==> config.mk <==
export PLATFORM = sky130hd
export DESIGN_NAME = instr_encoder_flat
export DESIGN_NICKNAME = d
export VERILOG_FILES = /design/src/rtl/instr_encoder_pkg.sv /design/src/rtl/instr_encoder_if.sv /design/src/rtl/instr_encoder_fifo.sv /design/src/rtl/instr_encoder.sv /design/src/flat_wrapper.sv
export SDC_FILE = /design/constraint.sdc
export NUM_CORES = 1
export LEC_CHECK = 0
export CAP_MARGIN = 15
export CORE_MARGIN = 3
export CORE_UTILIZATION = 46
export DETAILED_ROUTE_END_ITERATION = 6
export GPL_ROUTABILITY_DRIVEN = 1
export GPL_TIMING_DRIVEN = 0
export MAX_ROUTING_LAYER = met4
export PLACE_DENSITY_LB_ADDON = 0.1
export SLEW_MARGIN = 20
export SYNTH_ARGS = -nofsm -noshare
export SYNTH_HDL_FRONTEND = slang
export SYNTH_SLANG_ARGS = --single-unit
==> constraint.sdc <==
create_clock -name clk -period 4.5 [get_ports clk]
set_input_delay 0.45 -clock clk [delete_from_list [all_inputs] [get_ports clk]]
set_output_delay 0.45 -clock clk [all_outputs]
set_load 0.02 [all_outputs]
==> src/rtl/instr_encoder_pkg.sv <==
// instr_encoder_pkg: shared constants for the MIPS instruction encoder.
//   - ALU op codes (same values the decoder uses)
//   - MIPS primary opcodes and R-type funct codes
//   - encoder FSM state encoding
package instr_encoder_pkg;

    // ALU op encoding
    localparam logic [3:0] OP_AND         = 4'b0000;
    localparam logic [3:0] OP_OR          = 4'b0001;
    localparam logic [3:0] OP_ADD         = 4'b0010;
    localparam logic [3:0] OP_SUB         = 4'b0110;
    localparam logic [3:0] OP_SLT         = 4'b0111;
    localparam logic [3:0] OP_NOR         = 4'b1100;
    localparam logic [3:0] OP_NOT_DEFINED = 4'b1111;

    // MIPS primary opcodes
    localparam logic [5:0] OPC_R    = 6'b000000;
    localparam logic [5:0] OPC_ADDI = 6'b001000;
    localparam logic [5:0] OPC_SLTI = 6'b001010;

    // R-type funct codes
    localparam logic [5:0] FN_ADD = 6'b100000;
    localparam logic [5:0] FN_SUB = 6'b100010;
    localparam logic [5:0] FN_AND = 6'b100100;
    localparam logic [5:0] FN_OR  = 6'b100101;
    localparam logic [5:0] FN_NOR = 6'b100111;
    localparam logic [5:0] FN_SLT = 6'b101010;

    typedef enum logic [1:0] {
        ST_IDLE  = 2'd0,
        ST_RUN   = 2'd1,
        ST_DRAIN = 2'd2
    } state_e;

endpackage

==> src/rtl/instr_encoder_if.sv <==
// instr_encoder_if: request (ready/valid) and output (ready/valid) channels
// of the instruction encoder.
//   master : request producer / output consumer (testbench, program loader)
//   slave  : the encoder itself
interface instr_encoder_if #(
    parameter int DWIDTH = 32,
    parameter int AWIDTH = 32
);
    logic              req_valid;
    logic              req_ready;
    logic              req_last;
    logic [3:0]        req_op;
    logic              req_ssel;
    logic [4:0]        req_rs1_id;
    logic [4:0]        req_rs2_id;
    logic [4:0]        req_rdst_id;
    logic [DWIDTH-1:0] req_imm;
    logic              out_valid;
    logic              out_ready;
    logic [DWIDTH-1:0] out_instr;
    logic [AWIDTH-1:0] out_addr;

    modport master (
        output req_valid, req_last, req_op, req_ssel, req_rs1_id, req_rs2_id,
               req_rdst_id, req_imm, out_ready,
        input  req_ready, out_valid, out_instr, out_addr
    );

    modport slave (
        input  req_valid, req_last, req_op, req_ssel, req_rs1_id, req_rs2_id,
               req_rdst_id, req_imm, out_ready,
        output req_ready, out_valid, out_instr, out_addr
    );
endinterface

==> src/rtl/instr_encoder_fifo.sv <==
// instr_fifo: synchronous DEPTH x WIDTH FIFO, synchronous active-high reset.
//   push_i/din_i : write (ignored when full)
//   pop_i        : read advance (ignored when empty)
//   dout_o       : head entry, zero while empty
//   full_o/empty_o/count_o : occupancy
module instr_fifo #(
    parameter int DEPTH = 2,
    parameter int WIDTH = 64
) (
    input  logic                     clk,
    input  logic                     rst,
    input  logic                     push_i,
    input  logic [WIDTH-1:0]         din_i,
    input  logic                     pop_i,
    output logic [WIDTH-1:0]         dout_o,
    output logic                     full_o,
    output logic                     empty_o,
    output logic [$clog2(DEPTH):0]   count_o
);
    localparam int PW = $clog2(DEPTH);
    localparam int CW = PW + 1;

    logic [WIDTH-1:0] mem_q [DEPTH];
    logic [PW-1:0]    wr_ptr_q, rd_ptr_q;
    logic [CW-1:0]    count_q;
    logic             do_push, do_pop;

    assign full_o  = (count_q == CW'(DEPTH));
    assign empty_o = (count_q == '0);
    assign count_o = count_q;
    assign do_push = push_i && !full_o;
    assign do_pop  = pop_i && !empty_o;
    // Masked head keeps the output bus at zero after reset / when drained.
    assign dout_o  = empty_o ? '0 : mem_q[rd_ptr_q];

    always_ff @(posedge clk) begin
        if (do_push) mem_q[wr_ptr_q] <= din_i;
    end

    // Pointers wrap naturally because DEPTH is a power of two.
    always_ff @(posedge clk) begin
        if (rst) begin
            wr_ptr_q <= '0;
            rd_ptr_q <= '0;
            count_q  <= '0;
        end else begin
            if (do_push) wr_ptr_q <= wr_ptr_q + 1'b1;
            if (do_pop)  rd_ptr_q <= rd_ptr_q + 1'b1;
            case ({do_push, do_pop})
                2'b10:   count_q <= count_q + 1'b1;
                2'b01:   count_q <= count_q - 1'b1;
                default: count_q <= count_q;
            endcase
        end
    end
endmodule

==> src/rtl/instr_encoder.sv <==
// instr_encoder: turns ALU micro-op requests into 32-bit MIPS words tagged
// with byte addresses, framed by start / req_last / done.
//   clk, rst        : clock, synchronous active-high reset
//   start/base_addr : open a frame (IDLE only), base_addr seeds the address
//   bus (slave)     : request ready/valid in, encoded word ready/valid out
//   err_pulse       : one cycle after an illegal request is consumed
//   err_cnt         : saturating illegal-request count
//   done            : one-cycle pulse once the frame has fully drained
module instr_encoder
    import instr_encoder_pkg::*;
#(
    parameter int DWIDTH = 32,
    parameter int AWIDTH = 32,
    parameter int DEPTH  = 2
) (
    input  logic              clk,
    input  logic              rst,
    input  logic              start,
    input  logic [AWIDTH-1:0] base_addr,
    instr_encoder_if.slave    bus,
    output logic              err_pulse,
    output logic [7:0]        err_cnt,
    output logic              done
);
    localparam int CW = $clog2(DEPTH) + 1;

    state_e             state_q, state_d;
    logic [AWIDTH-1:0]  addr_q;
    logic               err_pulse_q;
    logic [7:0]         err_cnt_q;

    logic [DWIDTH-1:0]  word;
    logic               legal;
    logic [5:0]         funct, i_opc;
    logic               r_ok, i_ok, imm_fits;
    logic               accept, push;

    logic [DWIDTH-1:0]  fifo_instr;
    logic [AWIDTH-1:0]  fifo_addr;
    logic               fifo_full, fifo_empty;
    logic [CW-1:0]      fifo_cnt;

    // Encoding and legality
    always_comb begin
        funct = 6'b0;
        r_ok  = 1'b1;
        case (bus.req_op)
            OP_ADD:  funct = FN_ADD;
            OP_SUB:  funct = FN_SUB;
            OP_AND:  funct = FN_AND;
            OP_OR:   funct = FN_OR;
            OP_NOR:  funct = FN_NOR;
            OP_SLT:  funct = FN_SLT;
            default: r_ok  = 1'b0;
        endcase

        i_opc = OPC_ADDI;
        i_ok  = 1'b1;
        case (bus.req_op)
            OP_ADD:  i_opc = OPC_ADDI;
            OP_SLT:  i_opc = OPC_SLTI;
            default: i_ok  = 1'b0;
        endcase

        // Bits 31..15 all equal <=> value fits a signed 16-bit field.
        imm_fits = (&bus.req_imm[DWIDTH-1:15]) || !(|bus.req_imm[DWIDTH-1:15]);

        if (bus.req_ssel) begin
            legal = r_ok;
            word  = {OPC_R, bus.req_rs1_id, bus.req_rs2_id, bus.req_rdst_id,
                     5'b0, funct};
        end else begin
            legal = i_ok && imm_fits;
            word  = {i_opc, bus.req_rs1_id, bus.req_rdst_id, bus.req_imm[15:0]};
        end
    end

    // Only a free slot opens the input; a same-cycle pop does not count.
    assign bus.req_ready = !rst && (state_q == ST_RUN) && !fifo_full;
    assign accept        = bus.req_valid && bus.req_ready;
    assign push          = accept && legal;

    // FSM
    always_ff @(posedge clk) begin
        if (rst) state_q <= ST_IDLE;
        else     state_q <= state_d;
    end

    always_comb begin
        state_d = state_q;
        done    = 1'b0;
        case (state_q)
            ST_IDLE:  if (start) state_d = ST_RUN;
            ST_RUN:   if (accept && bus.req_last) state_d = ST_DRAIN;
            ST_DRAIN: if (fifo_cnt == '0) begin
                          state_d = ST_IDLE;
                          done    = !rst;
                      end
            default:  state_d = ST_IDLE;
        endcase
    end

    // Address counter and error reporting
    always_ff @(posedge clk) begin
        if (rst) begin
            addr_q      <= '0;
            err_pulse_q <= 1'b0;
            err_cnt_q   <= '0;
        end else begin
            if (state_q == ST_IDLE && start) addr_q <= base_addr;
            else if (push)                   addr_q <= addr_q + AWIDTH'(4);
            err_pulse_q <= accept && !legal;
            if (accept && !legal && err_cnt_q != 8'hFF)
                err_cnt_q <= err_cnt_q + 8'd1;
        end
    end

    assign err_pulse = err_pulse_q;
    assign err_cnt   = err_cnt_q;

    instr_fifo #(
        .DEPTH (DEPTH),
        .WIDTH (DWIDTH + AWIDTH)
    ) u_fifo (
        .clk     (clk),
        .rst     (rst),
        .push_i  (push),
        .din_i   ({word, addr_q}),
        .pop_i   (bus.out_valid && bus.out_ready),
        .dout_o  ({fifo_instr, fifo_addr}),
        .full_o  (fifo_full),
        .empty_o (fifo_empty),
        .count_o (fifo_cnt)
    );

    assign bus.out_valid = !fifo_empty;
    assign bus.out_instr = fifo_instr;
    assign bus.out_addr  = fifo_addr;
endmodule

==> src/flat_wrapper.sv <==
// flat-port wrapper written by rule: the top's interface ports become plain ports
module instr_encoder_flat import instr_encoder_pkg::*;
#(
    parameter int DWIDTH = 32,
    parameter int AWIDTH = 32,
    parameter int DEPTH  = 2
)
  (clk, rst, start, base_addr, err_pulse, err_cnt, done, bus_req_valid, bus_req_last, bus_req_op, bus_req_ssel, bus_req_rs1_id, bus_req_rs2_id, bus_req_rdst_id, bus_req_imm, bus_out_ready, bus_req_ready, bus_out_valid, bus_out_instr, bus_out_addr);
  instr_encoder_if #(.DWIDTH(DWIDTH), .AWIDTH(AWIDTH)) bus_i ();
  input  logic clk;
  input  logic rst;
  input  logic start;
  input  logic [AWIDTH-1:0] base_addr;
  output logic err_pulse;
  output logic [7:0] err_cnt;
  output logic done;
  input wire logic [$bits(bus_i.req_valid)-1:0] bus_req_valid;
  input wire logic [$bits(bus_i.req_last)-1:0] bus_req_last;
  input wire logic [$bits(bus_i.req_op)-1:0] bus_req_op;
  input wire logic [$bits(bus_i.req_ssel)-1:0] bus_req_ssel;
  input wire logic [$bits(bus_i.req_rs1_id)-1:0] bus_req_rs1_id;
  input wire logic [$bits(bus_i.req_rs2_id)-1:0] bus_req_rs2_id;
  input wire logic [$bits(bus_i.req_rdst_id)-1:0] bus_req_rdst_id;
  input wire logic [$bits(bus_i.req_imm)-1:0] bus_req_imm;
  input wire logic [$bits(bus_i.out_ready)-1:0] bus_out_ready;
  output wire logic [$bits(bus_i.req_ready)-1:0] bus_req_ready;
  output wire logic [$bits(bus_i.out_valid)-1:0] bus_out_valid;
  output wire logic [$bits(bus_i.out_instr)-1:0] bus_out_instr;
  output wire logic [$bits(bus_i.out_addr)-1:0] bus_out_addr;
  assign bus_i.req_valid = bus_req_valid;
  assign bus_i.req_last = bus_req_last;
  assign bus_i.req_op = bus_req_op;
  assign bus_i.req_ssel = bus_req_ssel;
  assign bus_i.req_rs1_id = bus_req_rs1_id;
  assign bus_i.req_rs2_id = bus_req_rs2_id;
  assign bus_i.req_rdst_id = bus_req_rdst_id;
  assign bus_i.req_imm = bus_req_imm;
  assign bus_i.out_ready = bus_out_ready;
  assign bus_req_ready = bus_i.req_ready;
  assign bus_out_valid = bus_i.out_valid;
  assign bus_out_instr = bus_i.out_instr;
  assign bus_out_addr = bus_i.out_addr;
  instr_encoder #(.DWIDTH(DWIDTH), .AWIDTH(AWIDTH), .DEPTH(DEPTH)) u_core (.clk(clk), .rst(rst), .start(start), .base_addr(base_addr), .bus(bus_i), .err_pulse(err_pulse), .err_cnt(err_cnt), .done(done));
endmodule
==> results.cfg, run 1 <==
[outcome]
status = complete, no violations

[worst_setup_path]
cp_num_buf_inv = 5
cp_num_cells = 10
r2r_cells = 7
reg2reg_slack_ns = 1.75
slowest_delay_ns = 0.57
crit_type = input port to flip-flop
crit_required_ns = 4.64
cp_cell_sequence = clkdlybuf4s50_1 -> or3b_1 -> and4bb_1 -> a22oi_1 -> buf_6 -> a21oi_2 -> inv_2 -> nor2_4 -> buf_12 -> buf_16
r2r-end = u_core.u_fifo.mem_q[0][40]
cp_slowest_cell = nor2_4
start_kind = input port
reg2reg_from = u_core.state_q[0]
crit_family = buffers and inverters
cp-end-kind = flip-flop
cp_max_fo = 23
cp.arrival_ns = 3.47

[clock_network]
clkLatencyLatePin_ns = 0.43
clock_sinks = 168
clkSlewWorstSetupHoldPaths_ns = 0.06
post_cts_buffers = 0
cts_tree = yes
clockRootBuffer = clkbuf_16
cts_made_buffers = 17
cts_max_level = 4
post_cts_resized = 0
clockBufferDepth = 2
hold_buffers = 0

[placement]
gp_congestion = 0.8889
dp_hpwl_um = 13770
place_area_um2 = 9523
portBuffers = 159
dp.cells = 994

[min_path]
whs_endpoint = u_core.u_fifo.mem_q[0][31]
hold_path.class = flip-flop to flip-flop
worstHoldStart = u_core.addr_q[31]
whs_path_depth = 0

[timing]
slew-limit-headroom_pct = 36.15
worst_pin_slew_ns = 0.9543
final_hold_viol_count = 0
finalCritPeriodShare_pct = 73.99
clock_skew_ns = 0.007131
finalSetupViolCount = 0
max_freq_ghz = 0.3003
hold_ws_ns = 0.4826
finalCriticalPeriod_ns = 3.329
grt_setup_unrepaired = no
slew_violations = 0

[floorplan]
core_um2 = 16000
die_h_um = 134.3
ioPinCount = 166
die-area_um2 = 18030
die_w_um = 134.3
initial_utilization_pct = 47.29
num_rows = 46

[power]
clockPowerShare_pct = 42.4
swShare_pct = 22.45
p_per_area_nw_per_um2 = 346.7
comb_power_share_pct = 8.4
seqPwrFrac_pct = 49.2
peakVddDrop_mv = 0.2549
p_leak_nw = 3.234
internal-power_mw = 2.722
switching_power_uw = 787.9
total_power_mw = 3.510

[layout]
final_cell_area_um2 = 10130
insertedDiodeCount = 0
drive_gt1_share_pct = 9.383
nets = 890
syn_to_final_growth_pct = 33.81
finalNonFillerCells = 1026

[routing]
viasPerCell = 5.422
routedWlPerCell_um = 18.69
drt-pass1-iter-count = 5
ant_nets = 0
vias = 5563
drc = 0
drt_iter0_markers = 383
wirelength_um = 19180

[synthesis]
synth.most_common_cell = edfxtp_1
synthArstFlopShare_pct = 0
ys_ff_latch = 168
synth_commonest_cells = edfxtp_1 (120), nor2_1 (96), mux2i_1 (61)
synth_edf_count = 120
ys_top_cells_by_area = edfxtp_1 (48%), dfxtp_1 (13%), mux2i_1 (8.1%), nor2_1 (4.8%), xnor2_1 (2.3%)
synth.distinct_cells = 57
synth.largest_area_cell = edfxtp_1
synth_flop_cell = edfxtp_1
netlist_area_um2 = 7567
seq_area_frac_synth_pct = 60.32
syn_area_per_cell_um2 = 12.34
synth_top_cell_area_share_pct = 47.62
yosysWarnings = 0
syn_inst = 613

[grt]
grt_pass1_vias = 5619
grt.total_usage_pct = 21.96
grt_max_degree = 39
grt_first_pass_wirelength_um = 29680
antenna_found_initial = 0
grt_overflow = 0

[run]
drv_cap = 0
[area by class of cell]
type,count,area (um2)
fillers,1305,5874
clock buffers,19,432.9
flip-flops and latches,168,4564
well taps,216,270.3
inverters,7,26.28
plain buffers,37,176.4
clock inverters,13,170.2
multi-input cells,404,2826
repair buffers,162,1659
[registers in the layout, summed over array words and instances (netlist names), named ones only]
register	flops
u_core.state_q	2
u_core.err_pulse	1
u_core.u_fifo.rd_ptr_q	1
u_core.addr_q	32
u_core.u_fifo.count_o	2
u_core.u_fifo.mem_q	120
u_core.u_fifo.wr_ptr_q	1
u_core.err_cnt	8
[routing by layer]
layer  global-route usage [%]  routed length (um)  up-vias
met3                    5.664                1243       24
met2                    36.96                9705      212
met1                    26.38                7911     2683
met4                    5.995                 321        0
li1                         -                   -     2644
met5                        -                   0        -
[logic make-up (layout without fill, tap and decap cells)]
kind of cell | after synthesis | in the layout | share of synthesized area [%]
adders and majority gates | 3 | 3 | 0.4961
other | 1 | 4 | 0.04956
buffers and inverters | 44 | 238 | 2.679
muxes | 71 | 71 | 9.557
AOI/OAI and AO/OA | 90 | 90 | 10.07
and+or+nand+nor | 204 | 204 | 13.13
DFF | 168 | 168 | 60.32
xor gates and xnor gates | 32 | 32 | 3.704
[per-stage QoR]
stage	TNS, ns	util, %	setup slack [ns]
after floorplan	0	-	0.9321
after detailed placement	0	59.52	0.7407
after global routing	0	63.29	1.038
after CTS	0	63.29	1.145
after global placement	-85.32	59.02	-0.7526
final	0	63.29	1.171
[worst register-to-register path, cell delays in order, from the launching register on]
cell     delay [ns]
dfxtp_1        0.43
nor3b_2        0.28
nand3_2        0.33
a21oi_2        0.26
inv_2          0.11
nor2_4         0.57
buf_12         0.29
buf_16         0.19
[cell usage in the layout (no fill, tap or decap), drive strengths merged, types with 15 or more instances in the layout]
cell,synthesis,layout
a211oi,23,23
a21oi,25,25
buf,16,19
clkbuf,21,40
clkdlybuf4s50,0,159
dfxtp,48,48
edfxtp,120,120
mux2i,61,61
nand2,24,24
nand4,15,15
nor2,96,96
xnor2,20,20
[power by group through the flow]
stage,Clock (mW),Combinational [mW],Sequential (mW)
floorplan,0,0.145,1.75
global placement,0,0.287,1.76
detailed placement,0,0.294,1.76
finish,1.49,0.295,1.73
CTS,1.52,0.296,1.73
global route,1.58,0.317,1.73
[worst max path at each step]
stage                     slack (ns)                         end          start
after detailed placement        0.74  u_core.u_fifo.mem_q[0][39]  bus_req_op[3]
after floorplan                 0.93   u_core.u_fifo.mem_q[1][0]  bus_req_op[3]
after CTS                       1.15            bus_out_addr[10]      flip-flop
after global routing            1.04  u_core.u_fifo.mem_q[0][48]  bus_req_op[1]
after global placement         -0.75  u_core.u_fifo.mem_q[0][39]  bus_req_op[3]
final                           1.17  u_core.u_fifo.mem_q[0][40]  bus_req_op[3]
(Power assumes the default switching activity.)
==> inputs of run 2 (changes only) <==
--- a/config.mk
+++ b/config.mk
@@ -7,7 +7,7 @@
 export LEC_CHECK = 0
 export CAP_MARGIN = 15
 export CORE_MARGIN = 3
-export CORE_UTILIZATION = 46
+export CORE_UTILIZATION = 51
 export DETAILED_ROUTE_END_ITERATION = 6
 export GPL_ROUTABILITY_DRIVEN = 1
 export GPL_TIMING_DRIVEN = 0
==> constraint.sdc (replaced) <==
create_clock -name clk -period 3.15 [get_ports clk]
set_input_delay 0.315 -clock clk [delete_from_list [all_inputs] [get_ports clk]]
set_output_delay 0.315 -clock clk [all_outputs]
set_load 0.02 [all_outputs]
==> run 2 against run 1 <==
Net effect:
- sequential power increased by 43%
- worst setup slack got worse by 1.0 ns
- wire length decreased by 1.1%
- via count increased by 1.7%
- critical path type is now flip-flop to output pin
- non-clock buffer count unchanged
- critical path depth decreased by 5
- worst hold slack got worse by 0.036 ns
- register-to-register slack got worse by 1.1 ns
==> results.cfg, run 2 (synthesis results as in run 1) <==
[outcome]
status = complete, no violations

[timing]
worst_slack_ns = 0.1414
finalSetupViolCount = 0
grt_setup_unrepaired = yes
slew_violations = 0
max_freq_ghz = 0.3324
slew-limit-headroom_pct = 35.83
final_hold_viol_count = 0
finalCriticalPeriod_ns = 3.009
worst_pin_slew_ns = 0.9537
finalCritPeriodShare_pct = 95.51
clock_skew_ns = 0.005158

[routing]
vias = 5660
viasPerCell = 5.711
routedWlPerCell_um = 19.14
drt_iter0_markers = 468
ant_nets = 0
drt-pass1-iter-count = 7
wirelength_um = 18970
drc = 0

[power]
comb_power_share_pct = 8.7
seqPwrFrac_pct = 50.6
peakVddDrop_mv = 0.3430
clockPowerShare_pct = 40.7
total_power_mw = 4.871
p_per_area_nw_per_um2 = 484.2
swShare_pct = 23.22
internal-power_mw = 3.740
switching_power_mw = 1.131
p_leak_nw = 3.242

[layout]
fillCellCount = 1040
final_cell_mix = clkdlybuf4s50_1 (159), edfxtp_1 (120), nor2_1 (94), mux2i_1 (61), dfxtp_1 (48)
drive_gt1_share_pct = 10.11
nets = 891
insertedDiodeCount = 0
final_common_cell = clkdlybuf4s50_1
final_cell_area_um2 = 10060
largest_reg_flops = 120
syn_to_final_growth_pct = 32.94
regMostFlops = u_core.u_fifo.mem_q

[placement]
dp_hpwl_um = 13260
dpl_worst_slack_ns = -0.3886
place_area_um2 = 9470
gp_congestion = 0.8966
portBuffers = 159

[grt]
grt_max_degree = 32
grt_first_pass_wirelength_um = 29130
grt_overflow = 0
antenna_found_initial = 0
grt_pass1_vias = 5742
grt.total_usage_pct = 23.72

[worst_setup_path]
crit_end = bus_out_addr[23]
crit_required_ns = 2.83
cp_max_fo = 10
reg2reg_from = u_core.state_q[0]
crit_type = flip-flop to output pin
r2r_cells = 6
cp-end-kind = output pin
r2r-end = u_core.u_fifo.mem_q[1][46]
start_kind = flip-flop
cp.arrival_ns = 2.69
reg2reg_slack_ns = 0.63

[clock_network]
clock_sinks = 168
clockBufferDepth = 2
clockRootBuffer = clkbuf_16
cts_made_buffers = 17
cts_max_level = 4
clkLatencyLatePin_ns = 0.42
hold_buffers = 0
clkSlewWorstSetupHoldPaths_ns = 0.07
cts_tree = yes

[min_path]
hold_path.class = input port to flip-flop
whs_path_depth = 3

[floorplan]
initial_utilization_pct = 53.28
die_h_um = 127.8
die_w_um = 127.8
core_um2 = 14200
ioPinCount = 166
num_rows = 43
die-area_um2 = 16340

[run]
drv_cap = 0
## run 2: changes by cell type in the layout (fill, tap and decap cells not counted), moves of 2 or more
cell,delta
clkinvlp_4,-2
clkbuf_2,+3
clkinv_4,+3
bufinv_16,-2
clkbuf_1,-3
buf_1,-2
## run 2: layout make-up
type,instances,area (um2),share of cell area (%)
clock buffer,18,429.2,4.266
clock inverter,14,145.1,1.443
timing repair buffer,162,1652,16.42
tap,180,225.2,2.239
multi-input combinational,405,2836,28.20
buffer,37,181.4,1.803
inverter,7,26.28,0.2612
sequential,168,4564,45.37
## run 2: how the worst min path moves through the flow
stage | slack [ns] | startpoint | endpoint
5_1_grt | 0.46 | bus_req_rs1_id[0] | u_core.u_fifo.mem_q[0][53]
4_1_cts | 0.43 | bus_req_op[2] | u_core.u_fifo.mem_q[0][34]
2_1_floorplan | 0.41 | bus_req_rs1_id[0] | u_core.u_fifo.mem_q[0][53]
3_3_place_gp | 0.43 | u_core.addr_q[0] | u_core.u_fifo.mem_q[0][0]
3_5_place_dp | 0.44 | u_core.addr_q[0] | u_core.u_fifo.mem_q[0][0]
6_report | 0.45 | bus_req_op[2] | u_core.u_fifo.mem_q[1][34]
## run 2: what timing repair did
action	4_1_cts	5_1_grt
buffers inserted	0	0
gates resized for setup	1	6
gates cloned	0	1
setup endpoints to repair	2	58
## run 2: per-stage QoR
stage	TNS (ns)	std cells	hold slack [ns]	utilization (%)
finish	0	991	0.4471	70.82
CTS	0	990	0.4296	70.73
floorplan	0	616	0.4139	-
global route	-0.03626	991	0.4562	70.82
detailed placement	-21.39	958	0.4383	66.68
global placement	-100.22	955	0.4332	66.21
## run 2: per-layer routing
metal / routed length, um / vias to the layer above / GRT usage, %
li1: - / 2647 / -
met1: 7548 / 2743 / 29.17
met2: 9609 / 239 / 39.13
met3: 1386 / 31 / 5.125
met4: 427 / 0 / 8.052
met5: 0 / - / -
## run 2: critical path, cell delays in order, from the launching register on
cell	delay (ns)
dfxtp_1	0.31
clkbuf_1	0.46
buf_1	0.60
mux2i_1	0.16
nor2_1	0.13
clkdlybuf4s50_1	0.62
## run 2: power groups by stage
stage	combinational [mW]	sequential [mW]	clock [mW]
6_report	0.423	2.47	1.98
5_1_grt	0.455	2.47	2.11
3_5_place_dp	0.420	2.51	0
4_1_cts	0.424	2.46	2.01
2_1_floorplan	0.208	2.50	0
3_3_place_gp	0.408	2.51	0
==> inputs of run 3 (changes only) <==
--- a/config.mk
+++ b/config.mk
@@ -13,7 +13,7 @@
 export GPL_TIMING_DRIVEN = 0
 export MAX_ROUTING_LAYER = met4
 export PLACE_DENSITY_LB_ADDON = 0.1
-export SLEW_MARGIN = 20
+export SLEW_MARGIN = 10
 export SYNTH_ARGS = -nofsm -noshare
 export SYNTH_HDL_FRONTEND = slang
 export SYNTH_SLANG_ARGS = --single-unit
==> run 3 against run 2 <==
Net effect:
- clock skew increased by 0.0045 ns
- fmax increased by 1.1%
- core utilization about the same
- critical path type is now input port to flip-flop
- largest cell class unchanged
==> results.cfg, run 3 (synthesis results as in run 1) <==
[outcome]
status = complete, no violations

[layout]
final_cell_area_um2 = 10060
nets = 891
largest_reg_flops = 120
insertedDiodeCount = 0
regMostFlops = u_core.u_fifo.mem_q
final_common_cell = clkdlybuf4s50_1
final_cell_mix = clkdlybuf4s50_1 (159), edfxtp_1 (120), nor2_1 (94), mux2i_1 (61), dfxtp_1 (48)
finalNonFillerCells = 991
drive_gt1_share_pct = 10.48
syn_to_final_growth_pct = 32.92

[clock_network]
cts_tree = yes
cts_max_level = 4
clockRootBuffer = clkbuf_16
clkLatencyLatePin_ns = 0.43
clockBufferDepth = 2
hold_buffers = 0
clkSlewWorstSetupHoldPaths_ns = 0.06
clock_sinks = 168
cts_made_buffers = 17

[timing]
finalCriticalPeriod_ns = 2.974
final_hold_viol_count = 0
worst_pin_slew_ns = 0.9696
finalCritPeriodShare_pct = 94.43
grt_setup_unrepaired = no
slew-limit-headroom_pct = 34.77
slew_violations = 0
clock_skew_ns = 0.009682
max_freq_ghz = 0.3362
finalSetupViolCount = 0

[worst_setup_path]
cp.arrival_ns = 3.09
cp-end-kind = flip-flop
cp_max_fo = 31
crit_type = input port to flip-flop
crit_required_ns = 3.27
start_kind = input port
r2r_cells = 7

[grt]
grt_pass1_vias = 5786
antenna_found_initial = 0
grt_overflow = 0
grt_first_pass_wirelength_um = 29730
grt_max_degree = 32
grt.total_usage_pct = 24.32

[placement]
dp.cells = 958
dp_hpwl_um = 13410
gp_congestion = 0.8966
portBuffers = 159
place_area_um2 = 9470

[power]
seqPwrFrac_pct = 50.6
swShare_pct = 23.29
total_power_mw = 4.878
p_leak_nw = 3.250
switching_power_mw = 1.136
comb_power_share_pct = 8.7
clockPowerShare_pct = 40.8
p_per_area_nw_per_um2 = 485.0
internal-power_mw = 3.742
peakVddDrop_mv = 0.3534

[routing]
ant_nets = 0
drt_iter0_markers = 432
viasPerCell = 5.691
drt-pass1-iter-count = 6
routedWlPerCell_um = 19.24
drc = 0
vias = 5640
wirelength_um = 19070

[min_path]
hold_path.class = input port to flip-flop
whs_path_depth = 3

[floorplan]
die_w_um = 127.8
core_um2 = 14200
die-area_um2 = 16340
num_rows = 43
initial_utilization_pct = 53.28
ioPinCount = 166
die_h_um = 127.8

[run]
drv_cap = 0
-- run 3: cell types whose count changed in the layout (fill, tap and decap cells not counted), sizes merged --
cell    previous run  this run
buf               18        16
clkbuf            40        42
clkinv             9         7
inv               11        13
-- run 3: power by group through the flow --
stage	logic, mW	clock network [mW]	registers [mW]
4_1_cts	0.424	2.02	2.46
2_1_floorplan	0.208	0	2.50
3_3_place_gp	0.408	0	2.51
6_report	0.424	1.99	2.47
5_1_grt	0.455	2.12	2.47
3_5_place_dp	0.421	0	2.51
-- run 3: per-stage QoR --
| step | worst slack, ns | util (%) | setup TNS (ns) | hold WS [ns] |
|---|---|---|---|---|
| 2_1_floorplan | 0.3679 | - | 0 | 0.4139 |
| 3_3_place_gp | -0.8593 | 66.21 | -100.22 | 0.4332 |
| 3_5_place_dp | -0.4011 | 66.68 | -17.53 | 0.4390 |
| 4_1_cts | 0.006567 | 70.70 | 0 | 0.4197 |
| 5_1_grt | 0.03869 | 70.82 | 0 | 0.4569 |
| 6_report | 0.1756 | 70.82 | 0 | 0.4372 |
-- run 3: final cells by class --
type,count,area (um2)
multi-input combinational,405,2836
clock buffer,18,429.2
buffer,37,183.9
fill,1026,4145
clock inverter,14,141.4
inverter,7,26.28
timing repair buffer,162,1652
tap,180,225.2
sequential,168,4564
-- run 3: repair_timing --
| item | CTS | global route |
|---|---|---|
| buffers inserted | 0 | 0 |
| endpoints found under the hold margin | 0 | 0 |
| cloned | 0 | 1 |
| endpoints found under the setup margin | 3 | 59 |
| gates resized for setup | 1 | 8 |
-- run 3: worst paths after layout --
check,start,end,slack (ns)
setup reg to reg,u_core.addr_q[2],u_core.addr_q[28],0.60
setup / recovery,bus_req_op[1],u_core.u_fifo.mem_q[1][47],0.18
hold reg to reg,u_core.addr_q[0],u_core.u_fifo.mem_q[1][0],0.45
hold / removal,bus_req_op[2],u_core.u_fifo.mem_q[0][59],0.44
-- run 3: critical path, cell delays in order --
cell and delay (ns):
clkdlybuf4s50_1 0.60, or3b_1 0.41, nor4_1 0.24, a22oi_1 0.25, buf_6 0.22, a21oi_2 0.19, buf_4 0.24, and2_4 0.34
buf_12 0.25
-- run 3: routing by layer --
metal	GRT usage, %	part of all wire, %	vias up
li1	-	-	2649
met1	29.54	41	2728
met2	40.11	51	231
met3	4.958	6.4	32
met4	9.488	2.4	0
met5	-	0	-
